### src/rtl/mips_prog_loader.sv
// Byte-stream program loader: parses framed load/run commands, assembles
// little-endian 32-bit words, writes them to IMEM/DMEM, then releases the CPU
// and flags completion when the PC reaches the halt address.
module mips_prog_loader #(
  parameter int unsigned ADDR_W  = 10,
  parameter logic [31:0] HALT_PC = 32'd136
) (
  input  logic              clk,
  input  logic              rst_n,
  input  logic              in_valid,
  output logic              in_ready,
  input  logic [7:0]        in_data,
  output logic              wr_en,
  output logic              wr_sel,
  output logic [ADDR_W-1:0] wr_addr,
  output logic [31:0]       wr_data,
  output logic              cpu_hold,
  input  logic [31:0]       pc,
  output logic              done,
  output logic              err
);

  typedef enum logic [2:0] {
    S_IDLE, S_ADDR_HI, S_ADDR_LO, S_CNT_HI, S_CNT_LO, S_DATA, S_CHK, S_RUN
  } state_t;

  state_t              state, state_nxt;
  logic                accept;
  logic                is_load;
  logic [7:0]          hi_byte;     // holds ADDR_HI, then CNT_HI
  logic [7:0]          chk;         // running XOR from CMD onward
  logic [15:0]         words_left;
  logic [1:0]          byte_idx;
  logic [23:0]         part;        // lower three bytes of the word in progress
  logic [ADDR_W-1:0]   waddr;       // address of the next word to be written

  // Only RUN refuses bytes; the CPU is held in reset everywhere else.
  assign in_ready = (state != S_RUN);
  assign cpu_hold = (state != S_RUN);
  assign accept   = in_valid && (state != S_RUN);
  assign is_load  = (in_data == 8'h01) || (in_data == 8'h02);

  // State register.
  always_ff @(posedge clk or negedge rst_n) begin
    if (!rst_n) state <= S_IDLE;
    else        state <= state_nxt;
  end

  // Next-state decode from the accepted byte.
  always_comb begin
    state_nxt = state;
    if (accept) begin
      unique case (state)
        S_IDLE: begin
          if (is_load)                     state_nxt = S_ADDR_HI;
          else if (in_data == 8'h03 && !err) state_nxt = S_RUN;
        end
        S_ADDR_HI: state_nxt = S_ADDR_LO;
        S_ADDR_LO: state_nxt = S_CNT_HI;
        S_CNT_HI:  state_nxt = S_CNT_LO;
        S_CNT_LO:  state_nxt = ({hi_byte, in_data} != 16'd0) ? S_DATA : S_CHK;
        S_DATA:    if (byte_idx == 2'd3 && words_left == 16'd1) state_nxt = S_CHK;
        S_CHK:     state_nxt = S_IDLE;
        S_RUN:     state_nxt = S_RUN;
        default:   state_nxt = S_IDLE;
      endcase
    end
  end

  // Frame datapath: header capture, word assembly, write strobe, checksum.
  always_ff @(posedge clk or negedge rst_n) begin
    if (!rst_n) begin
      wr_en      <= 1'b0;
      wr_sel     <= 1'b0;
      wr_addr    <= '0;
      wr_data    <= '0;
      done       <= 1'b0;
      err        <= 1'b0;
      hi_byte    <= '0;
      chk        <= '0;
      words_left <= '0;
      byte_idx   <= '0;
      part       <= '0;
      waddr      <= '0;
    end else begin
      wr_en <= 1'b0;
      if (accept) begin
        unique case (state)
          S_IDLE: begin
            if (is_load) begin
              wr_sel <= (in_data == 8'h02);
              chk    <= in_data;
            end else begin
              chk <= '0;
              if (in_data != 8'h03) err <= 1'b1;
            end
          end
          S_ADDR_HI: begin
            hi_byte <= in_data;
            chk     <= chk ^ in_data;
          end
          S_ADDR_LO: begin
            // Truncation here gives the modulo-2^ADDR_W wrap for free.
            waddr <= ADDR_W'({hi_byte, in_data});
            chk   <= chk ^ in_data;
          end
          S_CNT_HI: begin
            hi_byte <= in_data;
            chk     <= chk ^ in_data;
          end
          S_CNT_LO: begin
            words_left <= {hi_byte, in_data};
            byte_idx   <= '0;
            chk        <= chk ^ in_data;
          end
          S_DATA: begin
            chk      <= chk ^ in_data;
            byte_idx <= byte_idx + 2'd1;
            unique case (byte_idx)
              2'd0: part[7:0]   <= in_data;
              2'd1: part[15:8]  <= in_data;
              2'd2: part[23:16] <= in_data;
              default: begin
                wr_en      <= 1'b1;
                wr_data    <= {in_data, part};
                wr_addr    <= waddr;
                waddr      <= waddr + ADDR_W'(1);
                words_left <= words_left - 16'd1;
              end
            endcase
          end
          S_CHK: begin
            if (in_data != chk) err <= 1'b1;
            chk <= '0;
          end
          default: ;
        endcase
      end
      if (state == S_RUN && pc == HALT_PC) done <= 1'b1;
    end
  end

endmodule

### config.mk
export PLATFORM = sky130hd
export DESIGN_NAME = mips_prog_loader
export DESIGN_NICKNAME = d
export VERILOG_FILES = /design/src/rtl/mips_prog_loader.sv
export SDC_FILE = /design/constraint.sdc
export NUM_CORES = 1
export LEC_CHECK = 0
export CAP_MARGIN = 20
export CORE_ASPECT_RATIO = 0.6
export CORE_UTILIZATION = 58
export CTS_BUF_LIST = sky130_fd_sc_hd__clkbuf_16
export DETAILED_ROUTE_END_ITERATION = 16
export PLACE_DENSITY = 0.95
export SYNTH_ARGS = -nofsm -noshare
export SYNTH_HDL_FRONTEND = slang
export SYNTH_SLANG_ARGS = --single-unit
### constraint.sdc
create_clock -name clk -period 3.9 [get_ports clk]
set_input_delay 0.975 -clock clk [delete_from_list [all_inputs] [get_ports clk]]
set_output_delay 0.975 -clock clk [all_outputs]
set_load 0.01 [all_outputs]
==> metrics.txt <==
largest area contributor in the netlist dfrtp_1; Post-Syn Area between 0.005 and 0.006 sq mm; HP Start done$_DFFE_PN0P_; worst r2r src state[1]$_DFFE_PN0P_; Worst Hold Class register to register; Worst setup SP type register; maximum clock path buffer count 2; Post-synth EDFFs 0; Syn Area/Cell approximately 11 sq um; post-route setup TNS 0 ps; Peak Freq between 300 and 400 MHz; worst endpoint data arrival time between 1500 and 2000 ps; Post-CTS Setup Inserts 0; diode count 0; Reg-to-Reg End chk[3]$_DFFE_PN0P_; I/O Buffers 90; antenna violations before repair 0; max-slew violations 0; largest net degree at the start of global routing slightly above 70; dpl hpwl 9770 um; met2 Track Usage GR approximately half; Fin. Hold Viols 0; vias in the first global route around 4600; Register-to-Register Path Depth 5; CP Data Required Time between 2000 and 3000 ps; IO Count between 90 and 100; DR vias ~4600; unrepaired setup endpoints after global routing false; gpl congestion roughly 0.88; Num CTS Buffers 17; CP max FO 17; Worst-path clk slew ~50 ps; PnR Total Power around 5.7 mW; main flop type after synthesis dfrtp_1; Yosys top cell area share 50.6%; Yosys reg bits roughly 120; Post-CTS Hold Fix Bufs 0; Max-Slew Margin vs Limit 44.3%; Overflow after GRT 0; GRT Max-Usage Layer met2; die area roughly 0.010 sq mm; post-synthesis sequential area ratio about 51%; Layout Nets ~650; Final Cycle Share roughly three quarters; GR Util met1 around 41%; WL final approximately 15000 um; Clock Latency Late Sink 410 ps; most common cell after layout, fill and taps aside dfrtp_1; Core Region about 0.0094 sq mm; endpoint class of the critical path output port; Via density between 6 and 7; Gate Count Post-Synth 515; Tmin final roughly 2900 ps; P&R area growth vs syn 26.2%; commonest non-fill, non-tap cells in the layout dfrtp_1, clkdlybuf4s50_1, o21ai_0, mux2_4, a21oi_1; ANT nets after route 0; die height roughly 79 um; share of layout cells above drive strength 1 19.9%; synth unique cells between 50 and 60; r2r setup slk about 1600 ps; Starting Density 61.4%; VDD IR max about 0.00050 V; FP Rows 27; CP startpoint state[0]$_DFFE_PN0P_; global-route wire length before repair 23800 um; Worst Setup EP cpu_hold; CTS sink cnt 117; Total Routing Usage GR between 30 and 40%; number of max-cap violations 0; actual slew at the worst max-slew pin roughly 830 ps; kind of critical path register to output port; CTS resizes 0; # setup viols final 0; Syn Nets approximately 570; Pleak 3.28 nW; Die W 131 um; FFs w/ async S/R, synth 100%; CTS tree yes; met3 Track Usage GR under 10%; clock skew 4.58 ps; CTS root buf clkbuf_16; top post-synthesis cells by area dfrtp_1, mux2_4, mux2_2; H-tree Lvls 4; DR iter-0 viols roughly 370; run status finished clean; wire per inst about 20 um; power density cells between 700 and 800 mW/mm^2; Remaining DRCs 0; Syn. warnings 0; TritonRoute pass-1 iters 5
==> cells in the mapped netlist (4+ instances only) <==
cell type / number
a21oi_1: 38
and3_1: 4
buf_12: 4
buf_6: 4
clkbuf_1: 23
dfrtp_1: 117
ha_1: 8
inv_1: 13
mux2_2: 34
mux2_4: 39
nand2_1: 36
nand2b_1: 8
nand3_1: 21
nor2_1: 26
nor3_1: 6
nor4_1: 16
o21ai_0: 51
o22ai_1: 7
or2_2: 4
xnor2_1: 4
xor2_1: 4
==> logic make-up (layout without fill, tap and decap cells) <==
| family | after synthesis | after routing | share of synthesized area (%) |
|---|---|---|---|
| buf+inv | 47 | 146 | 4.80 |
| simple gates | 136 | 136 | 12.1 |
| mux | 74 | 74 | 16.9 |
| flops | 117 | 117 | 50.6 |
| compound gates | 125 | 125 | 12.7 |
| fa+ha+maj | 8 | 8 | 1.73 |
| xor+xnor | 8 | 8 | 1.21 |
==> metrics by stage <==
stage                     utilization [%]  hold slack, ps  setup slack [ps]  instances  area, sq um
after CTS                            77.5             497              1010        744         7300
after global routing                 77.5             516               885        744         7300
after detailed placement             71.2             457               839        712         6720
after global placement               71.2             458               924        712         6720
after floorplan                         -             457              1670        515         5790
final                                77.5             490               987        744         7300
==> layout make-up <==
class,instances,area [sq um]
Clock buffer,17,425
Multi-Input combinational cell,351,2580
Inverter,13,48.8
Clock inverter,15,163
Fill cell,547,2120
Tap cell,130,163
Sequential cell,117,2930
Timing Repair Buffer,101,993
==> where the power goes <==
group | leakage [nW] | switching, mW | internal, mW | total (mW)
Sequential | 1.49 | 0.481 | 1.71 | 2.19
Combinational | 1.50 | 0.977 | 1.02 | 2.00
Clock | 0.287 | 0.556 | 0.994 | 1.55
==> per-layer routing <==
metal  share of wire (%)  wire [um]  up-vias
met5                   0          0        -
met3                 8.3       1230       38
li1                    -          -     2049
met4                 2.4        362        0
met1                  42       6240     2277
met2                  47       7030      283
==> registers in the layout, indices dropped and copies added, names as in the netlist, named ones only <==
register / cells
wr_addr: 10
byte_idx: 2
hi_byte: 8
wr_en: 1
state: 2
chk: 8
part: 24
err: 1
words_left: 16
wr_sel: 1
done: 1
wr_data: 32
waddr: 10
==> how the worst min path moves through the flow <==
stage / endpoint / slack (ps) / depth (start not counted)
after floorplan: words_left[14]$_DFFE_PN0P_ / 460 / 1
final: done$_DFFE_PN0P_ / 490 / 1
after global placement: done$_DFFE_PN0P_ / 460 / 1
after detailed placement: done$_DFFE_PN0P_ / 460 / 1
after global routing: wr_data[15]$_DFFE_PN0P_ / 520 / 1
after CTS: done$_DFFE_PN0P_ / 500 / 1
==> critical path: stages, from the launching register on <==
cell,delay (ps)
dfrtp_1,690
nand3_1,280
clkdlybuf4s50_1,560
(Power assumes the default switching activity.)
